==> config.mk <==
export PLATFORM = sky130hd
export DESIGN_NAME = m_uart_tx
export DESIGN_NICKNAME = d
export VERILOG_FILES = /design/src/rtl/m_uart_tx.sv
export SDC_FILE = /design/constraint.sdc
export NUM_CORES = 1
export LEC_CHECK = 0
export ABC_AREA = 0
export BUFFER_PORTS_ARGS = -buffer_cell sky130_fd_sc_hd__clkbuf_2
export CORE_ASPECT_RATIO = 0.5
export CORE_MARGIN = 2
export CORE_UTILIZATION = 58
export DETAILED_ROUTE_END_ITERATION = 7
export MAX_ROUTING_LAYER = met4
export PLACE_DENSITY_LB_ADDON = 0.12
export SKIP_LAST_GASP = 1
export SLEW_MARGIN = 20
export SYNTH_ARGS = -nofsm -noshare
export SYNTH_HDL_FRONTEND = slang
export SYNTH_SLANG_ARGS = --single-unit
==> constraint.sdc <==
create_clock -name i_clk -period 2.6 [get_ports i_clk]
set_input_delay 0.26 -clock i_clk [delete_from_list [all_inputs] [get_ports i_clk]]
set_output_delay 0.26 -clock i_clk [all_outputs]
set_load 0.005 [all_outputs]
==> src/rtl/m_uart_tx.sv <==
// m_uart_tx: UART transmitter with built-in bit-period generator.
// Accepts a byte on a valid/ready handshake and sends it LSB first as an
// 8N1 frame, or as 8E1 when UART_TX_PARITY_EN is defined. The line idles high.
// Optional feature macro: UART_TX_PARITY_EN (adds an even-parity bit).
module m_uart_tx #(
    parameter int UART_BPS_RATE = 115200,
    parameter int CLK_PERIORD   = 20
) (
    input  logic       i_clk,
    input  logic       i_rst,
    input  logic [7:0] i_tx_data,
    input  logic       i_tx_valid,
    output logic       o_tx_ready,
    output logic       o_uart_tx,
    output logic       o_tx_busy,
    output logic       o_tx_done
);

    // Cycles per bit minus one; the bit counter wraps here.
    localparam int          BPS_CNT_MAX = 1000_000_000 / UART_BPS_RATE / CLK_PERIORD - 1;
    localparam logic [15:0] BPS_END     = 16'(BPS_CNT_MAX);

    typedef enum logic [2:0] {
        S_IDLE,
        S_START,
        S_DATA,
`ifdef UART_TX_PARITY_EN
        S_PARITY,
`endif
        S_STOP
    } state_t;

    state_t      state_reg,   state_next;
    logic [15:0] r_bps_cnt,   bps_cnt_next;
    logic [2:0]  bit_idx_reg, bit_idx_next;
    logic [7:0]  shift_reg,   shift_next;
    logic        tx_reg,      tx_next;
    logic        ready_reg,   ready_next;
    logic        busy_reg,    busy_next;
    logic        done_reg,    done_next;
`ifdef UART_TX_PARITY_EN
    // Parity is captured at acceptance because the shift register is consumed.
    logic        parity_reg,  parity_next;
`endif
    logic        bit_end;

    assign bit_end    = (r_bps_cnt == BPS_END);
    assign o_uart_tx  = tx_reg;
    assign o_tx_ready = ready_reg;
    assign o_tx_busy  = busy_reg;
    assign o_tx_done  = done_reg;

    // State and output registers; every output is driven straight from a flop.
    always_ff @(posedge i_clk) begin
        if (i_rst) begin
            state_reg   <= S_IDLE;
            r_bps_cnt   <= '0;
            bit_idx_reg <= '0;
            shift_reg   <= '0;
            tx_reg      <= 1'b1;
            ready_reg   <= 1'b1;
            busy_reg    <= 1'b0;
            done_reg    <= 1'b0;
`ifdef UART_TX_PARITY_EN
            parity_reg  <= 1'b0;
`endif
        end else begin
            state_reg   <= state_next;
            r_bps_cnt   <= bps_cnt_next;
            bit_idx_reg <= bit_idx_next;
            shift_reg   <= shift_next;
            tx_reg      <= tx_next;
            ready_reg   <= ready_next;
            busy_reg    <= busy_next;
            done_reg    <= done_next;
`ifdef UART_TX_PARITY_EN
            parity_reg  <= parity_next;
`endif
        end
    end

    // Next-state logic: the line value for the coming bit is decided on the
    // edge that ends the current bit, so o_uart_tx changes exactly at bit boundaries.
    always_comb begin
        state_next   = state_reg;
        bit_idx_next = bit_idx_reg;
        shift_next   = shift_reg;
        tx_next      = tx_reg;
        ready_next   = ready_reg;
        busy_next    = busy_reg;
        done_next    = 1'b0;
`ifdef UART_TX_PARITY_EN
        parity_next  = parity_reg;
`endif
        if (state_reg == S_IDLE || bit_end) begin
            bps_cnt_next = '0;
        end else begin
            bps_cnt_next = r_bps_cnt + 16'd1;
        end

        case (state_reg)
            S_IDLE: begin
                tx_next = 1'b1;
                if (i_tx_valid && ready_reg) begin
                    shift_next  = i_tx_data;
`ifdef UART_TX_PARITY_EN
                    parity_next = ^i_tx_data;
`endif
                    state_next  = S_START;
                    tx_next     = 1'b0;
                    ready_next  = 1'b0;
                    busy_next   = 1'b1;
                end
            end
            S_START: begin
                if (bit_end) begin
                    state_next   = S_DATA;
                    bit_idx_next = 3'd0;
                    tx_next      = shift_reg[0];
                end
            end
            S_DATA: begin
                if (bit_end) begin
                    shift_next   = {1'b0, shift_reg[7:1]};
                    bit_idx_next = bit_idx_reg + 3'd1;
                    if (bit_idx_reg == 3'd7) begin
`ifdef UART_TX_PARITY_EN
                        state_next = S_PARITY;
                        tx_next    = parity_reg;
`else
                        state_next = S_STOP;
                        tx_next    = 1'b1;
`endif
                    end else begin
                        tx_next = shift_reg[1];
                    end
                end
            end
`ifdef UART_TX_PARITY_EN
            S_PARITY: begin
                if (bit_end) begin
                    state_next = S_STOP;
                    tx_next    = 1'b1;
                end
            end
`endif
            S_STOP: begin
                if (bit_end) begin
                    state_next = S_IDLE;
                    tx_next    = 1'b1;
                    ready_next = 1'b1;
                    busy_next  = 1'b0;
                    done_next  = 1'b1;
                end
            end
            default: begin
                state_next = S_IDLE;
                tx_next    = 1'b1;
                ready_next = 1'b1;
                busy_next  = 1'b0;
            end
        endcase
    end

endmodule
## Yosys cells after proc, flatten, opt, wreduce, memory -nomap -nowiden

Cells that the tools add are included.

| operators by class | value |
|---|---|
| add/subtract/negate cells | 2 |
| equal/unequal tests | 10 |
| muxes and demuxes | 23 |
| bitwise logic cells | 2 |
| reduce and logical (&&, ||, !) cells | 13 |

Operators with widths:

| kind | number |
|---|---|
| 3-bit two-way mux | 6 |
| 16-bit by 1-bit adder with 16-bit output, second input constant | 1 |
| 16-bit by 9-bit equality test with 1-bit output, second input constant | 1 |
| 8-bit two-way mux | 2 |
| 8-bit one-hot mux with 2 select lines | 1 |
| 3-bit one-hot mux with 4 select lines | 1 |
| 3-bit AND reduction | 4 |
| 1-bit two-way mux | 9 |
| 2-bit != test, second input constant | 4 |
| 3-bit by 2-bit equality test with 1-bit output, second input constant | 2 |
| 1-bit one-hot mux with 3 select lines | 2 |
| 3-bit one-hot mux with 2 select lines | 1 |
| 2-bit OR reduction | 3 |
| 5-bit AND reduction | 1 |
| 1-bit one-hot mux with 4 select lines | 1 |
| 2-bit nonzero test | 2 |
| 3-bit by 1-bit adder with 3-bit output, second input constant | 1 |
| 3-bit by 1-bit equality test with 1-bit output, second input constant | 1 |
| 3-bit equality test, second input constant | 1 |
| 3-bit zero test | 1 |
| 2-bit by 1-bit != test with 1-bit output, second input constant | 1 |
| 1-bit inverter | 2 |
| 1-bit logical AND | 1 |
| 1-bit logical OR | 1 |

| word-level totals | value |
|---|---|
| bits in registers | 34 |
| input port bits | 11 |

## Longest topological paths before layout

Gate-level depths: netlist of run 1.

| depth | value |
|---|---|
| depth in word-level cells | 4 |
| mapped depth | 8 |
| mapped depth without buffers | 6 |

## Least setup slack after synthesis of run 1

No wires, ideal clock.

| path | value |
|---|---|
| kind | register -> register |
| start point | register r_bps_cnt[0] |
| end point | register ready_reg (netlist: o_tx_ready) |
| library setup time | 0.122 ns |
| data arrival time | 2.088 ns |
| path slack | 0.390 ns |
| cell stages (with the launch flop) | 7 |
| cell sequence | dfxtp_1 > ha_1 > or3b_2 > or4_4 > buf_6 > a211o_1 > a221o_1 |

| between the ends | value |
|---|---|
| longest elaborated chain between the ends | 3 |

Ends and longest elaborated chain:

| element | RTL line | source |
|---|---|---|
| start, declared | 34 | `logic [15:0] r_bps_cnt, bps_cnt_next;` |
| start signal, assigned | 69 | `r_bps_cnt <= bps_cnt_next;` |
| 16-bit by 9-bit equality test with 1-bit output | 47 | `assign bit_end = (r_bps_cnt == BPS_END);` |
| 2-bit != test (no source line) | -- |  |
| 3-bit AND reduction (no source line) | -- |  |
| end signal, assigned | 73 | `ready_reg <= ready_next;` |
| end, declared | 38 | `logic ready_reg, ready_next;` |

Every way passes these cells.
A chain may end at the register's enable or synchronous reset.

## Worst setup path in the final report of run 1

Ends and elaborated chain as after synthesis.

==> results of run 1 <==
## report_power, final
part           total, mW  switching [mW]  internal [mW]
clock network      0.375           0.190          0.185
registers          0.680          0.0731          0.607
logic              0.659           0.376          0.283
total               1.71           0.639           1.08
## layer usage
layer	part of all wire [%]	routed length (µm)	up-vias	track usage, %
met5	0	0	-	-
met4	1.3	43	0	7.93
met3	4.6	151	6	7.17
met2	45	1470	33	33.1
met1	49	1620	620	27.5
li1	-	-	680	-
## kinds of logic after synthesis
logic type | Yosys count
buffers and inverters | 19
AOI/OAI and AO/OA | 34
and+or+nand+nor | 65
xor gates and xnor gates | 14
DFF | 33
adders and majority gates | 9
muxes | 8
## worst paths after layout
check	from	slack (ns)	cells after the start	endpoint
hold / removal	i_tx_data[7]	0.22	2	shift_reg[7]
setup / recovery	r_bps_cnt[0]	0.31	5	o_tx_ready
setup reg to reg	r_bps_cnt[0]	0.31	5	o_tx_ready
hold reg to reg	o_tx_busy	0.48	2	o_tx_busy
## placed cells by master, fill, tap and decap left out, drive strengths merged, types with 2 or more instances in the layout
master	n
nor2b	2
or4	3
nor2	23
a221o	2
o21ai	5
clkinv	2
a21oi	11
nand2b	2
nor3	6
nand4	4
mux2i	8
nand2	7
buf	3
a221oi	3
a311oi	7
nor4	5
nand3	8
dfxtp	33
clkbuf	20
or3	3
ha	9
inv	9
xnor2	13
## cell type report
type / count / area share, %
sequential: 33 / 36.3
inverter: 9 / 1.86
tap: 37 / 2.55
clock inverter: 2 / 0.551
multi-input combinational: 130 / 49.6
timing repair buffer: 17 / 5.09
clock buffer: 6 / 3.99
## cells in the mapped netlist, drive strengths merged
| library cell | n |
|---|---|
| ha | 9 |
| o41ai | 1 |
| or3 | 3 |
| nand2b | 2 |
| buf | 4 |
| nor4 | 5 |
| nand3 | 8 |
| a311oi | 7 |
| a21oi | 11 |
| a32o | 1 |
| nor3 | 6 |
| o21ai | 5 |
| or4 | 3 |
| a211o | 1 |
| nor3b | 1 |
| nor2 | 23 |
| o21bai | 1 |
| a221o | 2 |
| o211ai | 1 |
| clkbuf | 6 |
| xnor2 | 13 |
| inv | 9 |
| mux2i | 8 |
| or3b | 1 |
| dfxtp | 33 |
| nand4 | 4 |
| xor2 | 1 |
| o31ai | 1 |
| nand2 | 7 |
| a221oi | 3 |
| nor2b | 2 |
## worst register-to-register path, cell delays in order, from the launching register on
cell and delay [ns]:
dfxtp_1 0.41, ha_1 0.16, or3b_2 0.48, or4_4 0.51, a211o_1 0.32, a221o_1 0.30
==> key figures, run 1 <==
Floorplan
  – Starting Density: 62.1%
  – Row cnt: 13
  – Placeable Area: 2650 µm²
  – Die extent in y: 41.7 µm
  – Total die area: 3300 µm²
  – I/O pin cnt: 15
  – Chip Width: 79.3 µm

Cells and area
  – Antenna cells: 0
  – Final core area utilization: 68.6%
  – Nets@finish: 216
  – Final cell count without fillers: 234
  – Register Area: 661 µm²
  – Max reg flops: 16
  – Fillcell total: 226
  – Finished Cell Area: 1820 µm²
  – Layout cells sized above 1: 15.2%
  – Area Growth Syn to Fin: 10.5%
  – Area occupied by multi-input gates: 902 µm²

CTS
  – Root buf cell: clkbuf_8
  – Clk sinks: 33
  – Clock Path Buffers: 2
  – Clock slew seen by the registers of the worst setup and hold paths: 0.07 ns
  – H-tree depth: 2
  – CTS resizes: 0
  – Post-CTS Setup Inserts: 0
  – Cts hold-fix bufs: 0
  – Inserted Clock Buffers: 5
  – TritonCTS clock tree: built
  – Worst-Skew Late Latency: 0.29 ns

Critical path
  – Worst-path cell chain: ha_1, or3b_2, or4_4, a211o_1, a221o_1
  – Max stage delay on crit path: 0.51 ns
  – Critical path data arrival time: 2.47 ns
  – Cell family with most CP delay: simple AND/OR/NAND/NOR gates
  – Critical Path RT: 2.78 ns
  – Critical path startpoint category: register
  – Slowest cell on crit path: or4_4
  – CP Capture Type: register
  – CP bufs+invs: 0
  – Setup CP Type: register to register
  – Critical path peak fanout: 10

Yosys
  – Post-synthesis sequential area ratio: 40.2%
  – Yosys warns: 0
  – Leading area contributor after synthesis: dfxtp_1
  – Net Count, Synth: 202
  – Post-Synth XOR/XNOR Area: 7.45%
  – Post-Synth Adder-Cell Area: 6.84%
  – Synth Register Bits: 33
  – Syn Area/Cell: 9.04 µm²
  – Synth Instances: 182
  – Synth Area in Compound Gates: 15.7%
  – Multiplexer share of the synthesized area: 4.87%
  – Largest family of logic cells by synthesized area: simple AND/OR/NAND/NOR gates
  – Simple-gate share of the synthesized area: 20.0%
  – Post-Syn Area: 1650 µm²
  – Area contributors post-synth: dfxtp_1 (40%), xnor2_1 (6.9%), ha_1 (6.8%)
  – Synth top area share: 40.2%
  – Synth unique cells: 37

Global routing
  – Antenna violations before repair: 0
  – First-pass GRT wire length: 5440 µm
  – Largest net degree at the start of global routing: 22
  – Gr usage total: 21.8%
  – GRT overflow: 0
  – Vias in the first global route: 1,230

Place
  – Gpl congestion: 0.767
  – Hpwl dp: 2190 µm
  – IO Port Bufs: 14
  – Place WS: 0.331 ns
  – DP Cell Count: 226
  – Post-DP Area: 1740 µm²

Drt
  – Remaining DRCs: 0
  – Vias per cell: 5.72
  – First-pass iteration count of the detailed router: 4
  – WL final: 3280 µm
  – Per-cell routed wire length: 14.0 µm
  – Iter 0 DRT Violations: 72
  – Via count: 1,339
  – Routed Antenna Nets: 0

Min path
  – Hold Path Class: input pin to register

Timing
  – Setup ws final: 0.306 ns
  – Final Critical Period: 2.29 ns
  – Final setup fails: 0
  – Fin Hold WS: 0.217 ns
  – Setup TNS: 0 ns
  – Worst Tran Pin Value: 0.789 ns
  – Period Utilization, post-route: 88.2%
  – Final hold vios: 0
  – Worst Skew: 0.00493 ns
  – RSZ-0062 raised after global routing: false
  – Max Clk Rate: 436 MHz
  – Max Slew Vio Count: 0
  – Relative slew slack: 47.4%

Power and ir drop
  – Tot Pwr: 1.71 mW
  – Lkg Pwr: 0.642 nW
  – VDD IR max: 0.000513 V
  – Power Density: 943 nW/µm²

Run
  – Max cap viols: 0

Outcome
  – Status: complete, no violations
(Power assumes the default switching activity.)
==> run 2: changes to the inputs <==
Settings changed: CORE_ASPECT_RATIO 0.5 to 0.8.
==> run 2 against run 1 <==
Effect of this change:
- routed wire length down 6.6%
- sequential power about the same
- hold slack worse by 0.044 ns
- register-to-register slack about the same
- cell count unchanged
- die area down 0.69%
- count of clock-buffer cells in the layout down 1
- design area down 1.7%
- first-iteration DRC count up 21%
- combinational power about the same
- largest cell class unchanged
==> key figures, run 2 (same netlist as run 1, synthesis figures left out) <==
Global routing
  – First-pass GRT wire length: 5460 µm (+0.50%)
  – Largest net degree at the start of global routing: 22 (unchanged)
  – GRT overflow: 0 (unchanged)
  – Gr usage total: 22.0% (+0.21 points)
  – Antenna violations before repair: 0 (unchanged)
  – Vias in the first global route: 1,270 (+3.3%)

Cells and area
  – Area occupied by multi-input gates: 902 µm² (unchanged)
  – Max reg flops: 16 (unchanged)
  – Most common cell after layout, fill and taps aside: dfxtp_1
  – Most frequent cells in the layout: dfxtp_1 (33), nor2_1 (23), clkbuf_2 (14)
  – Register Area: 661 µm² (unchanged)
  – Nets@finish: 217 (+0.46%)
  – Final core area utilization: 65.6% (-2.9 points)
  – Antenna cells: 0 (unchanged)
  – Area Growth Syn to Fin: 8.59%
  – Layout cells sized above 1: 15.3% (+0.078 points)
  – Fillcell total: 263 (+16%)

CTS
  – CTS resizes: 0 (unchanged)
  – Clock Path Buffers: 2 (unchanged)
  – TritonCTS clock tree: built
  – Clk sinks: 33 (unchanged)
  – Clock slew seen by the registers of the worst setup and hold paths: 0.09 ns (+0.02 ns)
  – H-tree depth: 2 (unchanged)
  – Worst-Skew Late Latency: 0.32 ns (+0.03 ns)
  – Root buf cell: clkbuf_4
  – Cts hold-fix bufs: 0 (unchanged)
  – Post-CTS Setup Inserts: 0 (unchanged)
  – Inserted Clock Buffers: 5 (unchanged)

Critical path
  – Critical path peak fanout: 10 (unchanged)
  – Critical path data arrival time: 2.50 ns (+0.03 ns)
  – Critical Path RT: 2.81 ns (+0.03 ns)
  – CP Capture Type: register
  – Critical path startpoint category: register
  – Setup CP Type: register to register

Power and ir drop
  – Lkg Pwr: 0.629 nW (-2.0%)
  – VDD IR max: 0.000594 V (+16%)
  – Power Density: 886 nW/µm² (-6.0%)

Timing
  – Period Utilization, post-route: 87.9% (-0.36 points)
  – Worst Skew: 0.00556 ns (+0.000624 ns)
  – Final hold vios: 0 (unchanged)
  – RSZ-0062 raised after global routing: false
  – Fin Hold WS: 0.172 ns (-0.0445 ns)
  – Relative slew slack: 64.3% (+17 points)
  – Max Clk Rate: 438 MHz (+0.41%)
  – Worst Tran Pin Value: 0.536 ns (-0.253 ns)
  – Final setup fails: 0 (unchanged)
  – Max Slew Vio Count: 0 (unchanged)
  – Final Critical Period: 2.28 ns (-0.00946 ns)
  – Setup TNS: 0 ns (unchanged)

Run
  – Max cap viols: 0 (unchanged)

Floorplan
  – Total die area: 3280 µm² (-0.69%)
  – Placeable Area: 2720 µm² (+2.7%)
  – Chip Width: 63.6 µm (-20%)
  – I/O pin cnt: 15 (unchanged)
  – Starting Density: 60.4% (-1.6 points)
  – Die extent in y: 51.6 µm (+24%)
  – Row cnt: 17 (+4)

Drt
  – WL final: 3060 µm (-6.6%)
  – Via count: 1,352 (+0.97%)
  – Remaining DRCs: 0 (unchanged)
  – First-pass iteration count of the detailed router: 4 (unchanged)
  – Per-cell routed wire length: 13.1 µm (-6.6%)
  – Vias per cell: 5.78 (+0.97%)
  – Iter 0 DRT Violations: 87 (+21%)
  – Routed Antenna Nets: 0 (unchanged)

Min path
  – Hold Path Class: input pin to register

Place
  – IO Port Bufs: 14 (unchanged)
  – Gpl congestion: 0.815 (+6.2%)
  – Hpwl dp: 2190 µm (-0.15%)

Outcome
  – Status: complete, no violations
==> run 2: per-stage QoR <==
stage                     setup WS (ns)  area, µm²  std cells  total power [mW]
final                             0.316       1790        234              1.58
after detailed placement          0.332       1740        228              1.34
after floorplan                   0.390       1650        182              1.19
after global placement            0.403       1740        228              1.31
after global routing              0.262       1790        234              1.71
after CTS                         0.309       1790        234              1.59
==> run 2: worst paths after layout <==
check / startpoint / endpoint / slack (ns) / depth (start not counted)
worst max-delay path: r_bps_cnt[0] / o_tx_ready / 0.32 / 5
worst max register to register: r_bps_cnt[0] / o_tx_ready / 0.32 / 5
worst min-delay path: i_tx_data[7] / shift_reg[7] / 0.17 / 2
worst min register to register: o_tx_busy / o_tx_busy / 0.47 / 2
==> run 2: report_power, final <==
part	leakage (nW)	internal [mW]	switching, mW
combinational	0.334	0.287	0.370
clock	0.0269	0.0936	0.157
sequential	0.269	0.607	0.0702
total	0.629	0.987	0.597
==> run 2: critical path, cell delays in order (launching register included) <==
cell	delay (ns)
dfxtp_1	0.41
ha_1	0.17
or3b_2	0.48
or4_4	0.50
a211o_1	0.32
a221o_1	0.30
==> run 2: final cells by class <==
type	count	area share, %
clock buffer	5	2.10
clock inverter	1	0.280
inverter	9	1.89
multi-input combinational	130	50.5
sequential	33	37.0
tap	38	2.66
timing repair buffer	18	5.60
==> run 2: per-layer routing <==
metal	track usage, %	wire length (µm)
met1	27.8	1590
met2	33.2	1300
met3	7.58	149
met4	7.97	23
met5	-	0
==> run 3: changes to the inputs <==
Settings changed: REMOVE_ABC_BUFFERS set to 1.
==> run 3 against run 2 <==
Effect of this change:
- register-to-register slack about the same
- largest cell class unchanged
- sequential share of layout area decreased by 0.86 points
- sequential cell count unchanged
- critical path type unchanged
- clock skew increased by 0.0017 ns
==> key figures, run 3 (same netlist as run 1, synthesis figures left out) <==
CTS
  – H-tree depth: 2 (unchanged)
  – CTS resizes: 0 (unchanged)
  – Cts hold-fix bufs: 0 (unchanged)
  – Post-CTS Setup Inserts: 0 (unchanged)
  – Clock Path Buffers: 2 (unchanged)
  – Inserted Clock Buffers: 5 (unchanged)
  – Root buf cell: clkbuf_4
  – TritonCTS clock tree: built
  – Worst-Skew Late Latency: 0.34 ns (+0.02 ns)
  – Clock slew seen by the registers of the worst setup and hold paths: 0.10 ns (about the same)
  – Clk sinks: 33 (unchanged)

Cells and area
  – Layout cells sized above 1: 15.7% (+0.35 points)
  – Most frequent cells in the layout: dfxtp_1 (33), nor2_1 (23), clkbuf_2 (14)
  – Area Growth Syn to Fin: 11.2%
  – Max reg flops: 16 (unchanged)
  – Final cell count without fillers: 236 (+0.85%)
  – Most common cell after layout, fill and taps aside: dfxtp_1
  – Antenna cells: 0 (unchanged)
  – Nets@finish: 217 (unchanged)

Drt
  – Via count: 1,346 (-0.44%)
  – Iter 0 DRT Violations: 87 (unchanged)
  – Vias per cell: 5.70 (-1.3%)
  – First-pass iteration count of the detailed router: 4 (unchanged)
  – Per-cell routed wire length: 13.3 µm (+1.8%)
  – WL final: 3140 µm (+2.6%)
  – Remaining DRCs: 0 (unchanged)
  – Routed Antenna Nets: 0 (unchanged)

Outcome
  – Status: complete, no violations

Floorplan
  – Placeable Area: 2720 µm² (unchanged)
  – Starting Density: 60.4% (unchanged)
  – I/O pin cnt: 15 (unchanged)
  – Chip Width: 63.6 µm (unchanged)
  – Total die area: 3280 µm² (unchanged)
  – Die extent in y: 51.6 µm (unchanged)
  – Row cnt: 17 (unchanged)

Global routing
  – Gr usage total: 21.6% (-0.41 points)
  – First-pass GRT wire length: 5190 µm (-5.1%)
  – Antenna violations before repair: 0 (unchanged)
  – Vias in the first global route: 1,175 (-7.5%)
  – Largest net degree at the start of global routing: 22 (unchanged)
  – GRT overflow: 0 (unchanged)

Critical path
  – Critical path peak fanout: 10 (unchanged)
  – Critical Path RT: 2.84 ns (+0.03 ns)
  – Worst-path cell chain: ha_1, or3b_2, or4_4, a211o_1, a221o_1
  – Worst Reg2Reg Path Length in Cells: 5 (unchanged)
  – Critical path startpoint category: register
  – Critical path data arrival time: 2.52 ns (+0.02 ns)
  – CP Capture Type: register
  – Slowest cell on crit path: or4_4
  – Max stage delay on crit path: 0.51 ns (about the same)
  – Setup CP Type: register to register
  – Reg2reg setup slack: 0.32 ns (about the same)

Timing
  – RSZ-0062 raised after global routing: false
  – Setup TNS: 0 ns (unchanged)
  – Final Critical Period: 2.28 ns (+0.00000100 ns)
  – Worst Skew: 0.00730 ns (+0.00174 ns)
  – Relative slew slack: 65.3% (+1.0 points)
  – Final setup fails: 0 (unchanged)
  – Max Slew Vio Count: 0 (unchanged)
  – Worst Tran Pin Value: 0.521 ns (-0.0151 ns)
  – Period Utilization, post-route: 87.9% (about the same)
  – Max Clk Rate: 438 MHz (unchanged)
  – Final hold vios: 0 (unchanged)

Power and ir drop
  – Lkg Pwr: 0.648 nW (+3.0%)
  – VDD IR max: 0.000576 V (-3.0%)
  – Power Density: 952 nW/µm² (+7.4%)

Run
  – Max cap viols: 0 (unchanged)

Min path
  – Hold Path Class: input pin to register
  – Hold path depth: 2 (unchanged)

Place
  – Gpl congestion: 0.798 (-2.0%)
  – IO Port Bufs: 14 (unchanged)
  – Hpwl dp: 2170 µm (-1.0%)
  – DP Cell Count: 228 (unchanged)
## run 3: worst max-delay path: cells and delay by family, from the launching register on
family	cells	cell delay, ns
AO/OA/AOI/OAI	2	0.61
flip-flops	1	0.41
adder cells (fa/ha/maj)	1	0.16
AND/OR/NAND/NOR	2	0.99
## run 3: cell type report
| class | instances | area, µm² |
|---|---|---|
| multi-input combinational | 130 | 902 |
| tap | 38 | 47.5 |
| inverter | 9 | 33.8 |
| timing repair buffer | 18 | 100 |
| clock inverter | 1 | 30.0 |
| fill | 244 | 893 |
| sequential | 33 | 661 |
| clock buffer | 7 | 55.1 |
## run 3: per-stage QoR
stage | hold WS, ns | worst slack [ns] | power, mW | area [µm²] | util (%)
after detailed placement | 0.466 | 0.339 | 1.34 | 1740 | 64.1
after CTS | 0.155 | 0.312 | 1.75 | 1830 | 67.2
after floorplan | 0.326 | 0.422 | 1.17 | 1600 | -
final | 0.159 | 0.316 | 1.74 | 1830 | 67.2
after global placement | 0.458 | 0.405 | 1.31 | 1740 | 64.1
after global routing | 0.165 | 0.240 | 1.86 | 1830 | 67.2
## run 3: metal layers
layer / GRT usage (%) / part of all wire [%] / vias up / wire, µm
met3: 8.44 / 5.9 / 9 / 185
met4: 8.70 / 2.4 / 0 / 74
met5: - / 0 / - / 0
met2: 32.5 / 43 / 45 / 1360
li1: - / - / 690 / -
met1: 26.4 / 48 / 602 / 1520
## run 3: power breakdown
group / switching, mW / leakage, nW / internal, mW
Clock: 0.175 / 0.0455 / 0.229
Combinational: 0.370 / 0.334 / 0.287
Sequential: 0.0731 / 0.269 / 0.607
## run 3: final timing paths
kind                     start           end
setup / recovery  r_bps_cnt[0]    o_tx_ready
hold reg to reg      o_tx_busy     o_tx_busy
hold / removal    i_tx_data[7]  shift_reg[7]
setup reg to reg  r_bps_cnt[0]    o_tx_ready
